## config.mk

```make
export PLATFORM = sky130hd
export DESIGN_NAME = sdi_key_loader
export DESIGN_NICKNAME = d
export VERILOG_FILES = /design/src/rtl/romulus_config_pkg.sv /design/src/rtl/sdi_word_counter.sv /design/src/rtl/sdi_key_loader.sv
export SDC_FILE = /design/constraint.sdc
export NUM_CORES = 1
export LEC_CHECK = 0
export ABC_AREA = 1
export CAP_MARGIN = 40
export CORE_MARGIN = 2
export CORE_UTILIZATION = 29
export DETAILED_ROUTE_END_ITERATION = 12
export PLACE_DENSITY_LB_ADDON = 0.25
export RECOVER_POWER = 25
export SYNTH_ARGS = -nofsm -noshare
export SYNTH_HDL_FRONTEND = slang
export SYNTH_HIERARCHICAL = 1
export SYNTH_SLANG_ARGS = --single-unit
```

## constraint.sdc

```tcl
create_clock -name clk -period 7.65 [get_ports clk]
set_input_delay 1.1475 -clock clk [delete_from_list [all_inputs] [get_ports clk]]
set_output_delay 1.1475 -clock clk [all_outputs]
set_load 0.005 [all_outputs]
```

## src/rtl/romulus_config_pkg.sv

```systemverilog
// Shared constants for the Romulus LWC core: SDI/PDI opcodes, segment
// types, default bus width and the SDI key-loader state encodings.
package romulus_config_pkg;

    localparam int BUSW = 32;

    localparam logic [3:0] LDKEY  = 4'b0100;
    localparam logic [3:0] ACTKEY = 4'b0111;
    localparam logic [3:0] KEY    = 4'b1100;

    typedef enum logic [2:0] {
        INSTR,
        HDR,
        DATA,
        COMMIT,
        DRAIN
    } loader_state_t;

endpackage

```

## src/rtl/sdi_word_counter.sv

```systemverilog
// Loadable down-counter of bus words. The load value is a byte length,
// rounded up to whole BUSW-wide words. "last" flags the final word.
module sdi_word_counter #(
    parameter int BUSW = 32
) (
    input  logic        clk,
    input  logic        rst,
    input  logic        load,
    input  logic [15:0] load_bytes,
    input  logic        dec,
    output logic        last
);

    localparam int SHIFT = $clog2(BUSW / 8);

    logic [15:0] count_reg;
    logic [16:0] rounded;

    // Round the byte length up to a whole number of words.
    assign rounded = {1'b0, load_bytes} + 17'(BUSW / 8 - 1);

    // Count register: load has priority over decrement, never wraps below 0.
    always_ff @(posedge clk) begin
        if (rst) begin
            count_reg <= '0;
        end else if (load) begin
            count_reg <= 16'(rounded >> SHIFT);
        end else if (dec && (count_reg != 16'd0)) begin
            count_reg <= count_reg - 16'd1;
        end
    end

    assign last = (count_reg == 16'd1);

endmodule

```

## src/rtl/sdi_key_loader.sv

```systemverilog
// SDI key loader: parses LDKEY + KEY header + key words from the SDI bus,
// assembles the key in a shadow register and commits it atomically to
// key_out (deferred while key_lock is high).
// Optional build macro KEY_LOADER_ZEROIZE_EN: reset clears key_out, and
// an aborted load (entering DRAIN) wipes the shadow register.
module sdi_key_loader #(
    parameter int BUSW     = 32,
    parameter int KEYBYTES = 16
) (
    input  logic                  clk,
    input  logic                  rst,
    input  logic [BUSW-1:0]       sdi_data,
    input  logic                  sdi_valid,
    output logic                  sdi_ready,
    input  logic                  key_lock,
    output logic [8*KEYBYTES-1:0] key_out,
    output logic                  key_valid,
    output logic                  key_update,
    output logic                  err
);

    import romulus_config_pkg::*;

    localparam int BPW       = BUSW / 8;
    localparam int FLD_WORDS = 4 / BPW;
    localparam int KEYBITS   = 8 * KEYBYTES;

    loader_state_t      state_reg, state_next;
    logic [1:0]         fld_cnt_reg, fld_cnt_next;
    logic [KEYBITS-1:0] shadow_reg, shadow_next, shadow_shift;
    logic [KEYBITS-1:0] key_reg, commit_key;
    logic               key_valid_reg, key_update_reg, err_reg, err_next;
    logic               commit, xfer, fld_last, fld_capture;
    logic               cnt_load, cnt_dec, cnt_last;
    logic [15:0]        cnt_load_bytes;
    logic [31:0]        fld_full;
    logic [3:0]         fld_nibble;
    logic [15:0]        fld_len;
    logic               unused_fld_bits;

    // Reset masks acceptance at once; otherwise only COMMIT stalls the bus.
    assign sdi_ready   = !rst && (state_reg != COMMIT);
    assign xfer        = sdi_valid && sdi_ready;
    assign fld_capture = xfer && ((state_reg == INSTR) || (state_reg == HDR));
    assign fld_last    = (fld_cnt_reg == 2'(FLD_WORDS - 1));

    // The 4-byte instruction/header field: the completed field is the
    // earlier words of this field followed by the current word.
    generate
        if (BUSW == 32) begin : g_fld_direct
            assign fld_full = sdi_data;
        end else begin : g_fld_shift
            logic [31-BUSW:0] fld_reg;
            assign fld_full = {fld_reg, sdi_data};
            // Hold the leading words of the field until its last word arrives.
            always_ff @(posedge clk) begin
                if (rst) begin
                    fld_reg <= '0;
                end else if (fld_capture) begin
                    fld_reg <= fld_full[31-BUSW:0];
                end
            end
        end

        if (KEYBITS > BUSW) begin : g_shadow_shift
            assign shadow_shift = {shadow_reg[KEYBITS-BUSW-1:0], sdi_data};
        end else begin : g_shadow_word
            assign shadow_shift = sdi_data;
        end
    endgenerate

    assign fld_nibble = fld_full[31:28];
    assign fld_len    = fld_full[15:0];
    // Instruction operand bits, header flags and header byte 1 carry nothing here.
    assign unused_fld_bits = ^fld_full[27:16];

    sdi_word_counter #(
        .BUSW (BUSW)
    ) u_word_counter (
        .clk        (clk),
        .rst        (rst),
        .load       (cnt_load),
        .load_bytes (cnt_load_bytes),
        .dec        (cnt_dec),
        .last       (cnt_last)
    );

    // State, field position, shadow and status pulse registers.
    always_ff @(posedge clk) begin
        if (rst) begin
            state_reg      <= INSTR;
            fld_cnt_reg    <= '0;
            shadow_reg     <= '0;
            key_valid_reg  <= 1'b0;
            key_update_reg <= 1'b0;
            err_reg        <= 1'b0;
        end else begin
            state_reg      <= state_next;
            fld_cnt_reg    <= fld_cnt_next;
            shadow_reg     <= shadow_next;
            key_valid_reg  <= key_valid_reg || commit;
            key_update_reg <= commit;
            err_reg        <= err_next;
        end
    end

`ifdef KEY_LOADER_ZEROIZE_EN
    // Committed key: wiped by reset, otherwise only written on a commit.
    always_ff @(posedge clk) begin
        if (rst) begin
            key_reg <= '0;
        end else if (commit) begin
            key_reg <= commit_key;
        end
    end
`else
    // Committed key: plain datapath flops, written only on a commit.
    always_ff @(posedge clk) begin
        if (commit) begin
            key_reg <= commit_key;
        end
    end
`endif

    // Next-state, counter control, shadow update and commit decision.
    always_comb begin
        state_next     = state_reg;
        fld_cnt_next   = fld_cnt_reg;
        shadow_next    = shadow_reg;
        err_next       = 1'b0;
        commit         = 1'b0;
        commit_key     = shadow_reg;
        cnt_load       = 1'b0;
        cnt_load_bytes = '0;
        cnt_dec        = 1'b0;
        case (state_reg)
            INSTR, HDR: begin
                if (xfer) begin
                    if (!fld_last) begin
                        fld_cnt_next = fld_cnt_reg + 2'd1;
                    end else begin
                        fld_cnt_next = '0;
                        if (state_reg == INSTR) begin
                            if (fld_nibble == LDKEY) begin
                                state_next = HDR;
                            end else begin
                                err_next = 1'b1;
                            end
                        end else if ((fld_nibble == KEY) && (fld_len == 16'(KEYBYTES))) begin
                            state_next     = DATA;
                            cnt_load       = 1'b1;
                            cnt_load_bytes = 16'(KEYBYTES);
                        end else begin
                            err_next       = 1'b1;
                            cnt_load       = 1'b1;
                            cnt_load_bytes = fld_len;
                            if (fld_len == 16'd0) begin
                                state_next = INSTR;
                            end else begin
                                state_next = DRAIN;
`ifdef KEY_LOADER_ZEROIZE_EN
                                shadow_next = '0;
`endif
                            end
                        end
                    end
                end
            end
            DATA: begin
                if (xfer) begin
                    shadow_next = shadow_shift;
                    cnt_dec     = 1'b1;
                    if (cnt_last) begin
                        if (!key_lock) begin
                            commit     = 1'b1;
                            commit_key = shadow_shift;
                            state_next = INSTR;
                        end else begin
                            state_next = COMMIT;
                        end
                    end
                end
            end
            COMMIT: begin
                if (!key_lock && !rst) begin
                    commit     = 1'b1;
                    state_next = INSTR;
                end
            end
            DRAIN: begin
                if (xfer) begin
                    cnt_dec = 1'b1;
                    if (cnt_last) begin
                        state_next = INSTR;
                    end
                end
            end
            default: begin
                state_next = INSTR;
            end
        endcase
    end

    assign key_out    = key_reg;
    assign key_valid  = key_valid_reg;
    assign key_update = key_update_reg;
    assign err        = err_reg;

endmodule

```

* Word level (Yosys, flattened, before mapping) *
Index checks and enable logic that the tools add are counted.
Widths: inputs -> output; s select.

operators by class
  $mul = 0
  shifts and indexed selects = 0
  muxes and demuxes = 39
  bitwise gates (word level) = 3
  reductions and logical operators = 20
  divide/modulo/power cells = 0
  $lt $le $gt $ge = 0
  $add $sub $neg = 3
  equality and inequality tests = 17

operators with widths
  kind                   number
  $mux 128               4
  $mux 16                5
  $mux 3                 11
  $mux 15                2
  $add 16x2->17 const B  1
  $eq 16x1->1 const B    1
  $eq 16x5->1 const B    1
  $logic_not 16->1       1
  $reduce_bool 16->1     1
  $sub 16x1->16 const B  1
  $ne 2x2->1 const B     7
  $mux 1                 13
  $pmux 3 s4             1
  $reduce_and 8->1       1
  $eq 3x2->1 const B     2
  $reduce_or 2->1        3
  $logic_and 1x1->1      5
  $eq 4x3->1 const B     1
  $eq 4x4->1 const B     1
  $mux 2                 2
  $reduce_and 2->1       2
  $reduce_or 4->1        1
  $eq 3x1->1 const B     1
  $eq 3x3->1 const B     1
  other kinds (10)       13

storage, ports and cells
  output and inout bits = 132
  memories kept = 0
  RAM bits = 0
  bits in registers = 280
  word-level logic and storage cells = 91
  memory bits (read-only) = 0
  latch bits = 0

* Logic depth before layout (Yosys ltp) *
Gate-level depths: netlist of the first run.

  word-level depth = 9
  gate-level depth with buffers = 18

* By module *
The synthesis of the first run kept the hierarchy.

modules (own cells, without submodules)
  module            area each (um^2)  sequential area each (um^2)  cells each  times used
  sdi_key_loader    10447.5           6566.3                       1155        1
  sdi_word_counter  1580.3            320.3                        297         1

* Least setup slack after synthesis of the first run *
OpenSTA, ideal clock, no wires.

  kind = input-to-reg
  start = input port rst
  end = register key_reg[0] (netlist: key_out[0]) (enable)
  path slack = -134 ps
  arrival time = 7152 ps
  data required time = 7018 ps
  cell stages on the path = 4
  library setup time = 632 ps
  path buffers = 1
  cells stage by stage = clkbuf_1 inv_2 nand2_1 o21ai_1

between the ends
  longest elaborated chain between the ends = 5
  elaborated cells on any way between the ends = 7
  those cells by class = mux (3); reduce/logical (4)

RTL lines
  item                    line                                         text
  start: declaration      sdi_key_loader.sv:11                         input logic rst,
  $logic_not 1->1 *       sdi_key_loader.sv:42, sdi_key_loader.sv:185
  $logic_and 1x1->1       sdi_key_loader.sv:42                         assign sdi_ready = !rst && (state_reg != COMMIT);
  $logic_and 1x1->1       sdi_key_loader.sv:43                         assign xfer = sdi_valid && sdi_ready;
  $mux 1                  sdi_key_loader.sv:170                        if (xfer) begin
  $pmux 1 s2 *            sdi_key_loader.sv:136                        case (state_reg)
  net commit              sdi_key_loader.sv:33                         logic commit, xfer, fld_last, fld_capture;
  end signal: assignment  sdi_key_loader.sv:120                        key_reg <= commit_key;
  end: declaration        sdi_key_loader.sv:31                         logic [KEYBITS-1:0] key_reg, commit_key;

Mark *: on every way through the listed nets, which the timed path passes. The rest lies on a longest branch.
A chain may end at the register's enable or synchronous reset.

* Worst setup path in the final report of the first run *
  start = input port rst
  end = register u_word_counter.count_reg[8]

between the ends
  longest elaborated chain between the ends = 7
  elaborated cells on any way between the ends = 13
  those cells by class = add/sub (1); mux (7); reduce/logical (5)

RTL lines
  item                    line                    text
  $logic_not 1->1         sdi_key_loader.sv:42
  $logic_and 1x1->1       sdi_key_loader.sv:42
  $logic_and 1x1->1       sdi_key_loader.sv:43
  $mux 16                 sdi_key_loader.sv:138   if (xfer) begin
  $mux 16                 sdi_key_loader.sv:136
  net cnt_load_bytes[3]   sdi_key_loader.sv:35    logic [15:0] cnt_load_bytes;
  $add 16x2->17           sdi_word_counter.sv:20  assign rounded = {1'b0, load_bytes} + 17'(BUSW / 8 - 1);
  $mux 15                 sdi_word_counter.sv:26  end else if (load) begin
  end signal: assignment  sdi_word_counter.sv:27  count_reg <= 16'(rounded >> SHIFT);
  end signal: assignment  sdi_word_counter.sv:29  count_reg <= count_reg - 16'd1;
  end: declaration        sdi_word_counter.sv:16  logic [15:0] count_reg;

The timed path passes the listed nets, and every way through them passes these cells.

==> results of run 1 <==
## area by class of cell
type                            count  share of cell area
Clock inverter                      7             0.00571
Inverter                          138              0.0342
Tap cell                          532              0.0440
Timing Repair Buffer              179               0.121
Multi-Input combinational cell    956               0.280
Clock buffer                       48              0.0601
Sequential cell                   280               0.455
## routing by layer
metal | vias up | wire [um] | global-route usage
met5 | - | 0 | 0
met2 | 268 | 14000 | 0.220
li1 | 5013 | - | -
met4 | 0 | 678 | 0.0357
met3 | 42 | 1980 | 0.0225
met1 | 4385 | 15300 | 0.211
## worst reg2reg max path, delay by kind of cell (launching register included)
kind / cells / cell delay [ps]
DFF: 1 / 360
buffers and inverters: 4 / 1660
AOI/OAI and AO/OA: 1 / 210
and+or+nand+nor: 6 / 970
## through the flow
stage	std cells	cell area, sq um	hold WS, ps
2_1_floorplan	1452	12000	425
3_3_place_gp	2079	14000	433
3_5_place_dp	2085	14100	442
4_1_cts	2140	15100	451
5_1_grt	2140	15100	461
6_report	2140	15100	447
## power by group through the flow
stage	Sequential, mW	Combinational [mW]	Clock [mW]
after floorplan	1.61	0.137	0
after global placement	1.62	0.196	0
after detailed placement	1.62	0.201	0
after CTS	1.59	0.202	1.48
after global routing	1.59	0.227	1.55
final	1.59	0.201	1.44
## placed cells by master, fill, tap and decap left out, types with 2 or more instances in the layout
cell             synthesis  routed
nand2_1                303     303
nor2_1                 247     247
a21oi_1                160     160
dfxtp_1                152     152
inv_1                  133     134
dlygate4sd3_1            0     130
edfxtp_1               128     128
o21ai_0                 96      96
o21ai_1                 55      54
nand3_1                 40      40
clkdlybuf4s50_1          0      36
clkbuf_16                0      31
nor3_1                  19      19
nand4_1                 10      10
clkbuf_1                22      10
clkbuf_8                 0       7
buf_4                   16       7
nor2_2                   5       4
ha_1                     4       4
buf_12                   0       4
inv_2                    4       3
clkinv_1                 1       3
nor2_4                   1       2
and2_1                   2       2
bufinv_16                0       2
clkinv_2                 0       2
nand2_2                  3       2
nand2_4                  2       2
nand3_2                  2       2
## worst max path at each step
| stage | slack (ps) | end | cells after the start | start |
|---|---|---|---|---|
| after detailed placement | 3290 | u_word_counter/count_reg[8] | 14 | rst |
| after floorplan | 2340 | key_out[0] | 4 | rst |
| after global routing | 3270 | u_word_counter/count_reg[5] | 15 | rst |
| final | 3740 | u_word_counter/count_reg[8] | 14 | rst |
| after CTS | 3860 | u_word_counter/count_reg[8] | 14 | rst |
| after global placement | 3090 | u_word_counter/count_reg[3] | 10 | rst |
## kinds of logic (layout without fill, tap and decap cells)
kind of cell               after synthesis  after routing  share of synthesized area
AOI/OAI and AO/OA                      312            312                      0.130
xor gates and xnor gates                 2              2                    0.00146
adders and majority gates                4              4                    0.00416
buffers and inverters                  216            372                     0.0778
DFF                                    280            280                      0.573
and+or+nand+nor                        638            638                      0.214
==> results by group, run 1 <==
Status
  • Result of the run: complete, no violations

Worst setup path
  • CP Class: input pin to flop
  • CP startpoint kind: input pin
  • Ordered cell list for the critical path: buf_2, buf_4, inv_1, and3_4, nand3_1, nor3_1, nand2_1, nor2_2, nand3_1, nand2_1, nand3_1, nand3_2, nand2_1, nor2_1
  • R2R depth: 11
  • Worst path buffer plus inverter count: 3
  • WP data arrival: 4390 ps
  • CP endpoint kind: flop
  • R2r startpoint: u_word_counter/count_reg[8]
  • Critical Path Max Stage Delay: 620 ps
  • Critical path peak fanout: 71
  • CP max stage cell: nor3_1
  • FF-to-FF setup slack: 4160 ps
  • Cell family with most CP delay: simple AND/OR/NAND/NOR gates
  • Req. time, crit path: 8130 ps
  • Reg2reg end: key_out[94]

STA
  • Tcrit/Tclk final: 0.512
  • Slew Limit Fails: 0
  • Total Neg Setup Slack: 0 ps
  • Setup Skew: 18.3 ps
  • Final WS setup: 3740 ps
  • Max frequency: 256 MHz
  • Fin crit period: 3910 ps
  • Worst Max-Slew Pin Slew: 859 ps
  • Fin. Hold Viols: 0
  • Max-slew headroom: 0.427
  • RSZ-0062 raised after global routing: no
  • Final Setup Violations: 0

Min path
  • Worst hold path class: flop to flop
  • Hold depth: 2
  • Hold Path End: shadow_reg[118]
  • Worst Min Path Start: shadow_reg[118]

Layout
  • Fin util: 0.370
  • Layout cells sized above 1: 0.0466
  • Area Growth Syn to Fin: 25.8%
  • Nets: 1625
  • # fillers: 4228
  • Antenna Cells: 0
  • Sequential Area: 6890 sq um
  • Multi-input gate area: 4240 sq um

Power
  • Seq pwr share: 0.491
  • Internal Pwr Total: 2.52 mW
  • Switch share: 0.220
  • Combinational Power Share: 0.062
  • Peak supply drop: 161 uV
  • P per Cell Area: 214 nW/um^2
  • Pleak: 5.67 nW
  • Clock share of power: 0.447
  • Overall Power: 3.23 mW
  • Psw: 711 uW

Global route
  • First-pass GRT wire length: 50.1 mm
  • Pin count of the biggest net entering global routing: 127
  • Initial antenna violation count: 0
  • Vias in the first global route: 8945
  • Remaining Overflow, GRT: 0
  • All-Layer GR Usage: 0.144

Yosys
  • Most frequent cell after synthesis: nand2_1
  • Cells after Synth: 1452
  • EDFF count, synth: 128
  • Top cell type's share of synthesized area: 0.320
  • Synth area leader: edfxtp_1
  • Ys Warns: 6
  • Ys flop type: dfxtp_1
  • Synth cell count leaders: 303 x nand2_1, 247 x nor2_1, 160 x a21oi_1
  • Post-synth ARST share: 0
  • Mean Syn Cell Area: 8.28 sq um
  • Synth cell types: 32
  • Mapped cell area: 12000 sq um
  • Ranking of synthesized cells by area: edfxtp_1 32%, dfxtp_1 25%, nand2_1 9.5%
  • Synthesis-stage register bit count: 280
  • Sequential share of the synthesized area: 0.573
  • Syn Nets: 1492

Placement
  • HPWL after DPL: 21.7 mm
  • Port buffer count: 167
  • DP Worst Slack: 3290 ps
  • Routability cong.: 0.841

Routing
  • Remaining DRCs: 0
  • Total detailed-routing wirelength: 32.0 mm
  • Drt first pass iters: 5
  • Post-DRT Antenna Nets: 0
  • Vias/cell: 4.54
  • Initial DRC count: 838
  • WL per Instance: 14.9 um
  • Vias after detailed routing: 9708

Clock tree
  • Clock Pin Slew Worst Setup and Hold Paths: 60 ps
  • CTS sink count: 280
  • CTS H-tree lvls: 1
  • Hold Buf Count CTS: 0
  • Setup Fix Bufs, Post-CTS: 0
  • Clock Latency Late Sink: 550 ps
  • Num CTS Buffers: 30
  • Root buffer selected by CTS: clkbuf_16
  • Clock buffer depth: 3
  • TritonCTS clock tree: done
  • # resized after CTS: 0

Flow run
  • Maxcap violations: 0

Floorplanning
  • Initial Utilization: 0.294
  • I/O pins: 168
  • Die X: 208 um
  • FP Rows: 74
  • Die area: 43100 sq um
  • Die Ht: 208 um
  • Core area: 40900 sq um
Power figures use the tool's default switching activity.
==> run 2, diff against run 1 <==
Clock period 7.65 ns to 3.35 ns, I/O delays scaled along.
==> results by group, run 2 (synthesis gave the netlist of run 1 again) <==
Layout
  • Most frequent cells in the layout: 303 x nand2_1, 248 x nor2_1, 160 x a21oi_1 (was 303 x nand2_1, 247 x nor2_1, 160 x a21oi_1)
  • Layout cells sized above 1: 0.0606 (was 0.0466)
  • Nets: 1649 (was 1625)
  • Commonest non-fill, non-tap cell in the layout: nand2_1 (unchanged)
  • Area Growth Syn to Fin: 26.9% (was 25.8%)
  • # fillers: 4189 (was 4228)
  • Antenna Cells: 0 (unchanged)
  • Fin util: 0.373 (was 0.370)

Min path
  • Worst hold path class: input pin to flop (was flop to flop)
  • Hold depth: 4 (was 2)

Clock tree
  • CTS sink count: 280 (unchanged)
  • TritonCTS clock tree: done (unchanged)
  • CTS H-tree lvls: 1 (unchanged)
  • Setup Fix Bufs, Post-CTS: 0 (unchanged)
  • Clock Pin Slew Worst Setup and Hold Paths: 70 ps (was 60 ps)
  • # resized after CTS: 0 (unchanged)
  • Clock buffer depth: 3 (unchanged)
  • Clock Latency Late Sink: 570 ps (was 550 ps)
  • Hold Buf Count CTS: 0 (unchanged)
  • Num CTS Buffers: 31 (was 30)
  • Root buffer selected by CTS: clkbuf_16 (unchanged)

Floorplanning
  • FP Rows: 74 (unchanged)
  • Die Ht: 208 um (unchanged)
  • I/O pins: 168 (unchanged)
  • Die area: 43100 sq um (unchanged)
  • Die X: 208 um (unchanged)
  • Initial Utilization: 0.294 (unchanged)
  • Core area: 40900 sq um (unchanged)

STA
  • Max-slew headroom: 0.0762 (was 0.427)
  • Fin. Hold Viols: 0 (unchanged)
  • Tcrit/Tclk final: 0.831
  • Slew Limit Fails: 0 (unchanged)
  • Final WS setup: 566 ps (was 3740 ps)
  • Setup Skew: 17.1 ps (was 18.3 ps)
  • Final Setup Violations: 0 (unchanged)
  • Fin crit period: 2780 ps
  • Max frequency: 359 MHz
  • Total Neg Setup Slack: 0 ps (unchanged)
  • RSZ-0062 raised after global routing: no (unchanged)
  • Worst Max-Slew Pin Slew: 1390 ps (was 859 ps)

Global route
  • First-pass GRT wire length: 53.3 mm (was 50.1 mm)
  • Pin count of the biggest net entering global routing: 136 (was 127)
  • Initial antenna violation count: 0 (unchanged)
  • All-Layer GR Usage: 0.154 (was 0.144)
  • Remaining Overflow, GRT: 0 (unchanged)
  • Vias in the first global route: 9185 (was 8945)

Worst setup path
  • CP endpoint kind: flop (unchanged)
  • FF-to-FF setup slack: 570 ps (was 4160 ps)
  • CP Class: flop to flop (was input pin to flop)
  • WP data arrival: 3060 ps (was 4390 ps)
  • Req. time, crit path: 3630 ps (was 8130 ps)
  • R2R depth: 10 (was 11)
  • CP startpoint kind: flop (was input pin)
  • Critical path peak fanout: 93 (was 71)

Routing
  • Drt first pass iters: 5 (unchanged)
  • Initial DRC count: 637 (was 838)
  • Vias/cell: 4.57 (was 4.54)
  • Remaining DRCs: 0 (unchanged)
  • Vias after detailed routing: 9898 (was 9708)
  • Total detailed-routing wirelength: 33.6 mm (was 32.0 mm)
  • WL per Instance: 15.5 um (was 14.9 um)
  • Post-DRT Antenna Nets: 0 (unchanged)

Status
  • Result of the run: complete, no violations (unchanged)

Placement
  • Port buffer count: 167 (unchanged)
  • DP Worst Slack: 248 ps (was 3290 ps)
  • HPWL after DPL: 23.5 mm (was 21.7 mm)
  • Routability cong.: 0.885 (was 0.841)

Flow run
  • Maxcap violations: 0 (unchanged)

Power
  • P per Cell Area: 485 nW/um^2 (was 214 nW/um^2)
  • Peak supply drop: 386 uV (was 161 uV)
  • Pleak: 5.72 nW (was 5.67 nW)
[run 2: cell types whose count changed in the layout (fill, tap and decap cells not counted), sizes merged, moves of 2 or more]
| cell | change |
|---|---|
| buf | +22 |
| clkinvlp | +2 |
| dlygate4sd3 | -28 |
| clkdlybuf4s50 | +28 |
| clkbuf | -11 |
| clkinv | +12 |
[run 2: power by group]
| part | leakage [nW] | internal [mW] | switching [mW] | total [mW] |
|---|---|---|---|---|
| sequential | 2.48 | 3.59 | 0.0302 | 3.62 |
| clock | 0.479 | 1.92 | 1.39 | 3.30 |
| combinational | 2.76 | 0.170 | 0.304 | 0.473 |
| total | 5.72 | 5.68 | 1.72 | 7.40 |
[run 2: worst paths after layout]
check,from,to
hold / removal,rst,fld_cnt_reg[1]
hold reg to reg,shadow_reg[114],shadow_reg[114]
setup / recovery,u_word_counter/count_reg[8],key_out[102]
setup reg to reg,u_word_counter/count_reg[8],key_out[102]
[run 2: metrics by stage]
step           power, mW  hold WS [ps]  cell area [sq um]  std cells
6_report            7.40           264              15300       2166
3_5_place_dp        4.18           439              14300       2108
3_3_place_gp        4.17           434              14300       2108
5_1_grt             7.70           281              15300       2166
4_1_cts             7.51           246              15300       2166
2_1_floorplan       4.00           425              12100       1452
[run 2: cell type report]
class                           count  area (sq um)  share of cell area
Clock buffer                       36           795              0.0521
Clock inverter                     22           188              0.0123
Multi-Input combinational cell    956          4220               0.277
Inverter                          138           520              0.0341
Timing Repair Buffer              202          1980               0.130
Sequential cell                   280          6890               0.451
Tap cell                          532           666              0.0436
[run 2: critical path, cell delays in order (launching register included)]
cell,delay [ps]
dfxtp_1,340
nor2_1,200
nand2_1,130
inv_1,80
nand4_1,80
nor3_1,260
nand4_1,220
nor2_4,170
buf_12,300
buf_4,410
o21ai_0,200
[run 2: layer usage]
| layer | vias to the layer above | GRT usage | share of wire |
|---|---|---|---|
| met5 | - | 0 | 0 |
| met4 | 0 | 0.0394 | 0.022 |
| met3 | 51 | 0.0233 | 0.046 |
| met2 | 240 | 0.223 | 0.42 |
| met1 | 4562 | 0.236 | 0.51 |
| li1 | 5045 | - | - |
==> run 3, diff against run 2 <==
Clock period 3.35 ns to 2.8 ns, I/O delays scaled along.
==> results by group, run 3 (synthesis gave the netlist of run 1 again) <==
Clock tree
  • Root buffer selected by CTS: clkbuf_16 (unchanged)
  • Setup Fix Bufs, Post-CTS: 0 (unchanged)
  • Hold Buf Count CTS: 0 (unchanged)
  • TritonCTS clock tree: done (unchanged)
  • CTS sink count: 280 (unchanged)
  • Clock buffer depth: 3 (unchanged)
  • # resized after CTS: 0 (unchanged)
  • Num CTS Buffers: 31 (unchanged)
  • CTS H-tree lvls: 1 (unchanged)
  • Clock Pin Slew Worst Setup and Hold Paths: 70 ps (about the same)
  • Clock Latency Late Sink: 580 ps (was 570 ps)

Routing
  • Initial DRC count: 639 (was 637)
  • Total detailed-routing wirelength: 35.0 mm (was 33.6 mm)
  • Vias after detailed routing: 9885 (was 9898)
  • Drt first pass iters: 5 (unchanged)
  • Vias/cell: 4.48 (was 4.57)
  • WL per Instance: 15.9 um (was 15.5 um)
  • Remaining DRCs: 0 (unchanged)
  • Post-DRT Antenna Nets: 0 (unchanged)

STA
  • Fin crit period: 2540 ps (was 2780 ps)
  • Slew Limit Fails: 0 (unchanged)
  • Final Setup Violations: 0 (unchanged)
  • WHS: 371 ps (was 264 ps)
  • Max frequency: 394 MHz (was 359 MHz)
  • Tcrit/Tclk final: 0.907 (was 0.831)
  • Fin. Hold Viols: 0 (unchanged)
  • RSZ-0062 raised after global routing: no (unchanged)
  • Max-slew headroom: 0.470 (was 0.0762)
  • Setup Skew: 15.4 ps (was 17.1 ps)
  • Worst Max-Slew Pin Slew: 795 ps (was 1390 ps)

Worst setup path
  • CP max stage cell: nor3_1 (was buf_4)
  • CP Class: flop to flop (unchanged)
  • R2R depth: 14 (was 10)
  • Req. time, crit path: 3320 ps (was 3630 ps)
  • Critical Path Max Stage Delay: 410 ps (about the same)
  • FF-to-FF setup slack: 260 ps (was 570 ps)
  • WP data arrival: 3060 ps (about the same)
  • Critical path peak fanout: 15 (was 93)
  • CP startpoint kind: flop (unchanged)
  • CP endpoint kind: flop (unchanged)
  • Ordered cell list for the critical path: inv_1, nand3_1, and3_1, nand3_1, buf_4, nor3_1, nand2_1, nor2_1, nand3_1, nor2_1, nand3_1, nand2_1, nor2_1, nor2_1 (was nor2_1, nand2_1, inv_1, nand4_1, nor3_1, nand4_1, nor2_4, buf_12, buf_4, o21ai_0)
  • R2r startpoint: state_reg[2] (was u_word_counter/count_reg[8])
  • Reg2reg end: u_word_counter/count_reg[14] (was key_out[102])

Global route
  • Busiest grt layer: met1 (unchanged)
  • All-Layer GR Usage: 0.157 (was 0.154)
  • Initial antenna violation count: 2 (was 0)
  • Vias in the first global route: 9159 (was 9185)
  • Pin count of the biggest net entering global routing: 135 (was 136)
  • First-pass GRT wire length: 53.9 mm (was 53.3 mm)
  • Remaining Overflow, GRT: 0 (unchanged)
  • Grt met1 use: 0.239 (was 0.236)
  • Grt met3 use: 0.0219 (was 0.0233)
  • Routing usage on met2: 0.233 (was 0.223)

Layout
  • Nets: 1687 (was 1649)
  • # fillers: 4194 (was 4189)
  • Most frequent cells in the layout: 302 x nand2_1, 248 x nor2_1, 160 x a21oi_1 (was 303 x nand2_1, 248 x nor2_1, 160 x a21oi_1)
  • Commonest non-fill, non-tap cell in the layout: nand2_1 (unchanged)
  • Layout cells sized above 1: 0.0849 (was 0.0606)
  • Fin util: 0.386 (was 0.373)
  • Area Growth Syn to Fin: 31.2% (was 26.9%)

Flow run
  • Maxcap violations: 0 (unchanged)

Floorplanning
  • Die X: 208 um (unchanged)
  • Die area: 43100 sq um (unchanged)
  • Core area: 40900 sq um (unchanged)
  • FP Rows: 74 (unchanged)
  • I/O pins: 168 (unchanged)
  • Initial Utilization: 0.294 (unchanged)
  • Die Ht: 208 um (unchanged)

Min path
  • Hold Path End: shadow_reg[13] (was fld_cnt_reg[1])
  • Worst Min Path Start: rst (unchanged)
  • Worst hold path class: input pin to flop (unchanged)
  • Hold depth: 3 (was 4)

Placement
  • Port buffer count: 167 (unchanged)
  • HPWL after DPL: 25.0 mm (was 23.5 mm)
  • Routability cong.: 0.872 (was 0.885)

Power
  • P per Cell Area: 585 nW/um^2 (was 485 nW/um^2)
  • Pleak: 6.03 nW (was 5.72 nW)
  • Peak supply drop: 488 uV (was 386 uV)

Status
  • Result of the run: complete, no violations (unchanged)
==> run 3: cell types whose count changed in the layout (fill, tap and decap cells not counted), sizes merged <==
cell and change:
clkinv -8, clkbuf +6, clkdlybuf4s50 -19, inv +2, diode +2, buf +38, dlygate4sd3 +19
==> run 3: per-stage QoR <==
step           power (mW)  std cells  worst slack (ps)  setup TNS [ps]  instance area, sq um
2_1_floorplan        4.79       1452              -423          -54450                 12100
3_3_place_gp         5.04       2145              -357           -2370                 14700
3_5_place_dp         5.05       2146              -249           -1550                 14700
4_1_cts              9.35       2204               302               0                 15800
5_1_grt              9.60       2206              78.5               0                 15800
6_report             9.23       2206               261               0                 15800
==> run 3: worst max path at each step <==
stage,start,endpoint,slack (ps)
detailed placement,sdi_data[10],u_word_counter/count_reg[14],-250
finish,state_reg[2],u_word_counter/count_reg[14],260
CTS,state_reg[2],u_word_counter/count_reg[14],300
global route,state_reg[1],u_word_counter/count_reg[8],80
floorplan,rst,key_out[0],-420
global placement,sdi_data[6],u_word_counter/count_reg[14],-360
==> run 3: area by class of cell <==
class / instances / area (sq um) / share of cell area
Timing Repair Buffer: 240 / 2380 / 0.151
Clock buffer: 42 / 900 / 0.0570
Antenna cell: 2 / 5.00 / 0.000317
Inverter: 138 / 526 / 0.0333
Multi-Input combinational cell: 956 / 4240 / 0.268
Tap cell: 532 / 666 / 0.0422
Sequential cell: 280 / 6890 / 0.436
Clock inverter: 16 / 185 / 0.0117
==> run 3: critical path: cells and delay by family (launching register included) <==
kind                   cells  cell delay (ps)
buffers and inverters      2              280
and+or+nand+nor           12             1870
DFF                        1              330
==> run 3: report_power, final <==
| group | switching, mW | internal, mW | leakage, nW |
|---|---|---|---|
| clock | 1.73 | 2.54 | 0.532 |
| sequential | 0.0373 | 4.30 | 2.48 |
| combinational | 0.386 | 0.236 | 3.01 |
| total | 2.16 | 7.08 | 6.03 |
==> run 3: metal layers <==
| metal | vias up | routed length (um) |
|---|---|---|
| met2 | 217 | 14900 |
| met4 | 0 | 687 |
| met3 | 37 | 1610 |
| li1 | 5143 | - |
| met1 | 4488 | 17800 |
| met5 | - | 0 |
